**config.mk**
```make
export PLATFORM = sky130hd
export DESIGN_NAME = wspr_sym_enc
export DESIGN_NICKNAME = d
export VERILOG_FILES = /design/src/rtl/wspr_sym_enc.sv
export SDC_FILE = /design/constraint.sdc
export NUM_CORES = 1
export LEC_CHECK = 0
export ABC_AREA = 1
export CORE_ASPECT_RATIO = 1.25
export CORE_UTILIZATION = 45
export CTS_CLUSTER_SIZE = 14
export DETAILED_ROUTE_END_ITERATION = 12
export SYNTH_ARGS = -nofsm -noshare
export SYNTH_HDL_FRONTEND = slang
export SYNTH_SLANG_ARGS = --single-unit
export TNS_END_PERCENT = 5
```
**constraint.sdc**
```tcl
create_clock -name clk -period 4.9 [get_ports clk]
set_input_delay 0.98 -clock clk [delete_from_list [all_inputs] [get_ports clk]]
set_output_delay 0.98 -clock clk [all_outputs]
set_load 0.02 [all_outputs]
```
**src/rtl/wspr_sym_enc.sv**
```systemverilog
// WSPR channel-symbol encoder: K=32 r=1/2 convolutional code, bit-reversal
// interleave and sync merge, streamed as 162 tone indices into the tone RAM.
module wspr_sym_enc #(
    parameter logic [7:0] BASE_ADDR = 8'h00
) (
    input  logic        clk,
    input  logic        rst_n,
    input  logic        start,
    input  logic [49:0] msg,
    output logic        busy,
    output logic        done,
    output logic        sym_we,
    output logic [7:0]  sym_addr,
    output logic [7:0]  sym_dat,
    output logic [1:0]  dbg_state
);

    localparam logic [31:0] POLY0 = 32'hF2D05351;
    localparam logic [31:0] POLY1 = 32'hE4613C47;
    // Ascending range so SYNC[k] is the k-th sync bit in transmission order.
    localparam logic [0:161] SYNC = 162'b11000000100011100010_01011110000000100101_00000010110011010001_10100001101010101001_00101100011010100010_00001001001110110011_01000111000001010011_00000001101011000110_00;

    typedef enum logic [1:0] {
        IDLE = 2'd0,
        ENC  = 2'd1,
        WR   = 2'd2,
        FIN  = 2'd3
    } state_t;

    state_t         state_q, state_d;
    logic [49:0]    shreg_q, shreg_d;
    logic [31:0]    enc_q, enc_d;
    logic [7:0]     idx_q, idx_d;
    logic           phase_q, phase_d;
    logic [161:0]   sbuf_q, sbuf_d;
    logic           busy_q, busy_d;
    logic           done_q, done_d;
    logic           we_q, we_d;
    logic [7:0]     addr_q, addr_d;
    logic [7:0]     dat_q, dat_d;
    logic [7:0]     j;
    logic [31:0]    enc_shift;
    logic           coded;

    function automatic logic [7:0] bitrev8(input logic [7:0] v);
        return {v[0], v[1], v[2], v[3], v[4], v[5], v[6], v[7]};
    endfunction

    always_ff @(negedge clk) begin
        if (!rst_n) state_q <= IDLE;
        else        state_q <= state_d;
    end

    always_comb begin
        state_d = state_q;
        unique case (state_q)
            IDLE:    if (start) state_d = ENC;
            ENC:     if (idx_q == 8'hFF) state_d = WR;
            WR:      if (idx_q == 8'd161) state_d = FIN;
            default: state_d = IDLE;
        endcase
    end

    // Encoder advances only on interleave slots that land inside the 162-bit buffer.
    always_comb begin
        shreg_d   = shreg_q;
        enc_d     = enc_q;
        idx_d     = idx_q;
        phase_d   = phase_q;
        sbuf_d    = sbuf_q;
        coded     = 1'b0;
        j         = bitrev8(idx_q);
        enc_shift = {enc_q[30:0], shreg_q[49]};
        unique case (state_q)
            IDLE: begin
                if (start) begin
                    shreg_d = msg;
                    enc_d   = '0;
                    idx_d   = '0;
                    phase_d = 1'b0;
                    sbuf_d  = '0;
                end
            end
            ENC: begin
                idx_d = idx_q + 8'd1;
                if (j < 8'd162) begin
                    if (!phase_q) begin
                        coded   = ^(enc_shift & POLY0);
                        enc_d   = enc_shift;
                        shreg_d = {shreg_q[48:0], 1'b0};
                    end else begin
                        coded   = ^(enc_q & POLY1);
                    end
                    phase_d   = ~phase_q;
                    sbuf_d[j] = coded;
                end
            end
            WR:      idx_d = idx_q + 8'd1;
            default: ;
        endcase
    end

    // Outputs are registered from the next state so strobes align with the state.
    always_comb begin
        busy_d = (state_d == ENC) || (state_d == WR);
        done_d = (state_d == FIN);
        we_d   = (state_d == WR);
        addr_d = addr_q;
        dat_d  = dat_q;
        if (state_d == WR) begin
            addr_d = BASE_ADDR + idx_d;
            dat_d  = {6'b0, sbuf_d[idx_d], SYNC[idx_d]};
        end
    end

    always_ff @(negedge clk) begin
        if (!rst_n) begin
            shreg_q <= '0;
            enc_q   <= '0;
            idx_q   <= '0;
            phase_q <= 1'b0;
            sbuf_q  <= '0;
            busy_q  <= 1'b0;
            done_q  <= 1'b0;
            we_q    <= 1'b0;
            addr_q  <= BASE_ADDR;
            dat_q   <= '0;
        end else begin
            shreg_q <= shreg_d;
            enc_q   <= enc_d;
            idx_q   <= idx_d;
            phase_q <= phase_d;
            sbuf_q  <= sbuf_d;
            busy_q  <= busy_d;
            done_q  <= done_d;
            we_q    <= we_d;
            addr_q  <= addr_d;
            dat_q   <= dat_d;
        end
    end

    assign busy      = busy_q;
    assign done      = done_q;
    assign sym_we    = we_q;
    assign sym_addr  = addr_q;
    assign sym_dat   = dat_q;
    assign dbg_state = state_q;

endmodule

```
After elaboration in Yosys (flattened, before gate mapping)
Memory sizes are Yosys's and may differ from the RTL's. A register that Yosys moved wholly into a read port is not among the register bits.
Cells that the tools add are included.

storage, ports and cells
  memories kept = 1
  ROM bits = 256
  bits in registers = 268
  output and inout bits = 21
  word-level logic and storage cells = 70
  input port bits = 53

operators by class
  order comparisons = 5
  bitwise operators = 2
  reductions and logical operators = 10
  $add $sub $neg = 1
  mux-type cells = 30
  equal/unequal tests = 10

memory list
  name             depth  width  read ports  clocked after memory_dff  write ports  RTL line  RTL
  (no name shown)  256    1      1           1                         0            112       dat_d = {6'b0, sbuf_d[idx_d], SYNC[idx_d]};

operators with widths
  kind                                                                count
  two-way mux 162 bit                                                 2
  case mux 162 bit (2 select lines)                                   1
  bitwise mux 162 bit                                                 1
  two-way mux 50 bit                                                  3
  case mux 50 bit (2 select lines)                                    1
  two-way mux 32 bit                                                  3
  case mux 32 bit (2 select lines)                                    1
  parity 32 bit                                                       2
  < comparator 8 x 9 -> 1 bit (second input constant)                 2
  == test 8 bit (second input constant)                               2
  case mux 8 bit (2 select lines)                                     1
  greater-or-equal comparator 9 bit (second input constant)           1
  two-way mux 1 bit                                                   9
  NOT 8 -> 9 bit                                                      1
  adder 8 x 1 -> 8 bit (second input constant)                        1
  binary-select mux 1 bit (select 8 bit)                              1
  demux 1 bit (select 8 bit)                                          1
  greater-or-equal comparator 8 x 1 -> 1 bit (second input constant)  1
  < comparator 8 bit (second input constant)                          1
  two-way mux 8 bit                                                   1
  == test 2 bit (second input constant)                               3
  two-way mux 2 bit                                                   3
  inequality test 2 bit (second input constant)                       3
  case mux 2 bit (3 select lines)                                     1
  other kinds (11)                                                    12

Logic depth before layout (Yosys ltp)
  depth after elaboration = 9
  gate-level depth with buffers = 27
  gate-level depth less buffers = 25

==> results by group <==
Global routing
  • Initial antenna violation count: 0
  • GRT Residual Overflow: 0
  • First-pass GRT wire length: between 80 and 90 mm
  • Vias in the first global route: around 19,000
  • Largest net degree at the start of global routing: roughly 120
  • Tot GR Track Use: 29.73%

STA
  • Final setup fails: 0
  • Worst relative slew slack: 15.29%
  • RSZ-0062 raised after global routing: yes
  • Max-slew violation count: 0
  • Hold Vio Cnt, Final: 0
  • Clock Skew: roughly 28 ps
  • Worst Max-Slew Pin Slew: 1266 ps

Die
  • Total core area: roughly 0.036 mm²
  • Die Width: approximately 170 µm
  • Vert. Die Dim: ~210 µm
  • DIE AREA: roughly 0.037 mm²
  • Floorplan row count: 77
  • Starting Density: roughly 46%
  • Ports: 74

Yosys
  • Synth cell types: 40
  • Post-synth EDFFs: 0
  • Main area contributors after synthesis: dfxtp_1 33%, nand2_1 17%, nand3_1 13%, a21oi_1 11%, inv_1 6.5%
  • Synth cell count leaders: 726 x nand2_1, 427 x nand3_1, 347 x a21oi_1
  • Post-Syn Area: 0.01628 mm²
  • Seq/Total Area, Yosys: around 33%
  • Most numerous cell in the Yosys netlist: nand2_1
  • Avg Synthesized Cell Area: 6.150 µm²
  • Post-synth top area cell: dfxtp_1
  • Yosys reg bits: 268
  • Top FF cell, synth: dfxtp_1
  • Syn. warnings: 0
  • Post-Synthesis Cells: between 2,000 and 3,000
  • Async set-reset flop share out of synthesis: 0%
  • Synth top area share: roughly a third

Setup path
  • CP required: between 2000 and 3000 ps
  • Delay-heaviest family, CP: simple AND/OR/NAND/NOR gates
  • Kind of critical path: input pin to register
  • CP arrival: approximately 3000 ps
  • Worst path bufs/invs: 4
  • Crit path max-delay cell type: o21ai_2
  • CP Cell Sequence: buf_2 -> nor2_4 -> nor2_4 -> o21ai_2 -> inv_2 -> nor2_4 -> buf_12 -> buf_4 -> nand3_1 -> nand2_1 -> nor2_2 -> nand2_1 -> nand3_2 -> nand3_2 -> nand3_2 -> nand2_2 -> nand2_1 -> a21oi_1
  • Setup crit end kind: register
  • Worst setup SP type: input pin
  • CP max stage delay: 200 ps
  • Reg2Reg Launch Point: idx_q[4]
  • Worst setup path startpoint: start
  • Crit-path max FO: 4

Finish
  • # diodes: 0
  • Area grow syn2layout: 28.65%
  • Layout cells sized above 1: 10.26%
  • Fillers: ~3,400
  • # nets final: between 3,000 and 4,000
  • Post-route design area: around 0.021 mm²

Drt
  • Total wire length: 56.58 mm
  • Drt wl/cell: 16.23 µm
  • # DRC: 0
  • DRT antenna net count: 0
  • Vias/cell: roughly 5.5
  • Via count: between 15,000 and 20,000
  • DRT iter0 DRCs: roughly 1,600
  • DRT Pass-1 Iters: 6

Clocking
  • CTS tree: done
  • TritonCTS buffer count: 34
  • # hold bufs at CTS: 0
  • Skew-Pair Late Insertion Delay: roughly 600 ps
  • Clock-pin slew on the worst setup and hold paths: about 40 ps
  • Clock tree sinks: approximately 270
  • Root buffer cell: clkbuf_16
  • H-tree depth: 2
  • Clock buffer depth: 3

Placement
  • Routability cong.: approximately 0.9
  • Dpl hpwl: ~34 mm
  • DP Area: roughly 0.018 mm²
  • Port bufs: 67

Job
  • Max Cap Viol: 0

Power
  • Worst IR Drop VDD: a little over 0.0003 V
  • Total power: 6.827 mW
  • Power Density: between 300 and 400 mW/mm²
  • P_leak: ~9.1 nW

Status
  • Status: completed

Worst hold path
  • Worst Hold Launch: enc_q[9]
  • Hold crit path type: register to register
## final timing paths
path,endpoint,slack (ps),cells past startpoint
max,sym_dat[1],40,18
min,enc_q[9],460,2
max reg2reg,sym_dat[1],1230,20
min reg2reg,enc_q[9],460,2
## where the power goes
| part | switching [mW] | internal [mW] | leakage (nW) | total (mW) |
|---|---|---|---|---|
| clock | 1.59 | 1.86 | 1.99 | 3.46 |
| combinational | 0.687 | 0.390 | 4.91 | 1.08 |
| sequential | 0.0325 | 2.26 | 2.17 | 2.29 |
| total | 2.31 | 4.51 | 9.07 | 6.83 |
## cell families after synthesis
kind of cell	count (synthesis)	share of synthesized area, %
buffers and inverters	489	12.02
and+or+nand+nor	1339	35.97
AOI/OAI and AO/OA	526	17.34
adders and majority gates	15	1.153
DFF	268	32.95
xor gates and xnor gates	10	0.5378
other	1	0.02303
## per-stage QoR
stage          hold WS, ps  utilization [%]  worst slack (ps)  TNS [ps]  cells
6_report             456.5            58.93             44.34         0   3487
3_3_place_gp         451.5            51.15            -944.0    -94340   3137
2_1_floorplan        445.4                -            -254.2     -3963   2653
4_1_cts              459.3            57.41            -27.39    -27.39   3470
3_5_place_dp         454.0            51.15            -974.9   -107720   3137
5_1_grt              477.4            58.93            -31.01    -48.04   3487
## area by class of cell
cell class	instances	area [µm²]	share of cell area, %
Multi-Input combinational cell	1897	9324	44.51
Timing Repair Buffer	228	2409	11.50
Clock inverter	291	1220	5.823
Inverter	292	1114	5.315
Sequential cell	268	5365	25.61
Tap cell	474	593.1	2.831
Clock buffer	37	925.9	4.419
## metal layers
layer | up-vias | GRT usage (%) | wire [µm]
met5 | - | 0 | 0
met4 | 0 | 18.17 | 2379
met3 | 141 | 6.718 | 3955
met2 | 750 | 50.09 | 27640
met1 | 9015 | 33.68 | 22600
li1 | 9437 | - | -
## placed cells by master, fill, tap and decap left out, drive strengths merged, types with 6 or more instances in the layout
cell type,Yosys,final
nand2,729,729
inv,291,567
nand3,428,428
a21oi,347,347
dfxtp,268,268
buf,66,156
nor2,103,103
o21ai,87,88
nand4,75,75
a31oi,50,50
clkdlybuf4s50,0,50
clkbuf,130,44
o21bai,19,19
dlygate4sd2,0,15
ha,15,15
clkinvlp,0,10
a21o,7,7
o211ai,6,6
xor2,6,6
conb,1,6
## worst register-to-register path, stage by stage, from the launching register on
cell,delay (ps)
dfxtp_1,410
inv_2,100
nor2_1,100
inv_1,90
nor2_1,630
inv_1,90
nor2_1,900
nand2_1,120
a21oi_1,190
nand2_1,90
nand3_1,90
nand3_2,80
nand2_2,90
nor2_4,50
nand2_1,70
nand3_2,70
nand3_2,100
nand3_2,70
nand2_2,80
nand2_1,50
a21oi_1,120
## timing repair
item | in CTS | in global routing
resized for setup | 27 | 70
endpoints found under the hold margin | 0 | 0
pin swaps | 1 | 43
setup endpoints to repair | 99 | 31
buffers inserted | 4 | 11
cloned | 2 | 8
## flip-flops by register name, summed over array words and instances (netlist names)
| name | count |
|---|---|
| busy | 1 |
| dbg_state | 2 |
| done | 1 |
| enc_q | 32 |
| idx_q | 8 |
| phase_q | 1 |
| sbuf_q | 162 |
| shreg_q | 50 |
| sym_addr | 8 |
| sym_dat | 2 |
| sym_we | 1 |
Note: power is estimated with default switching activity, not from simulation.
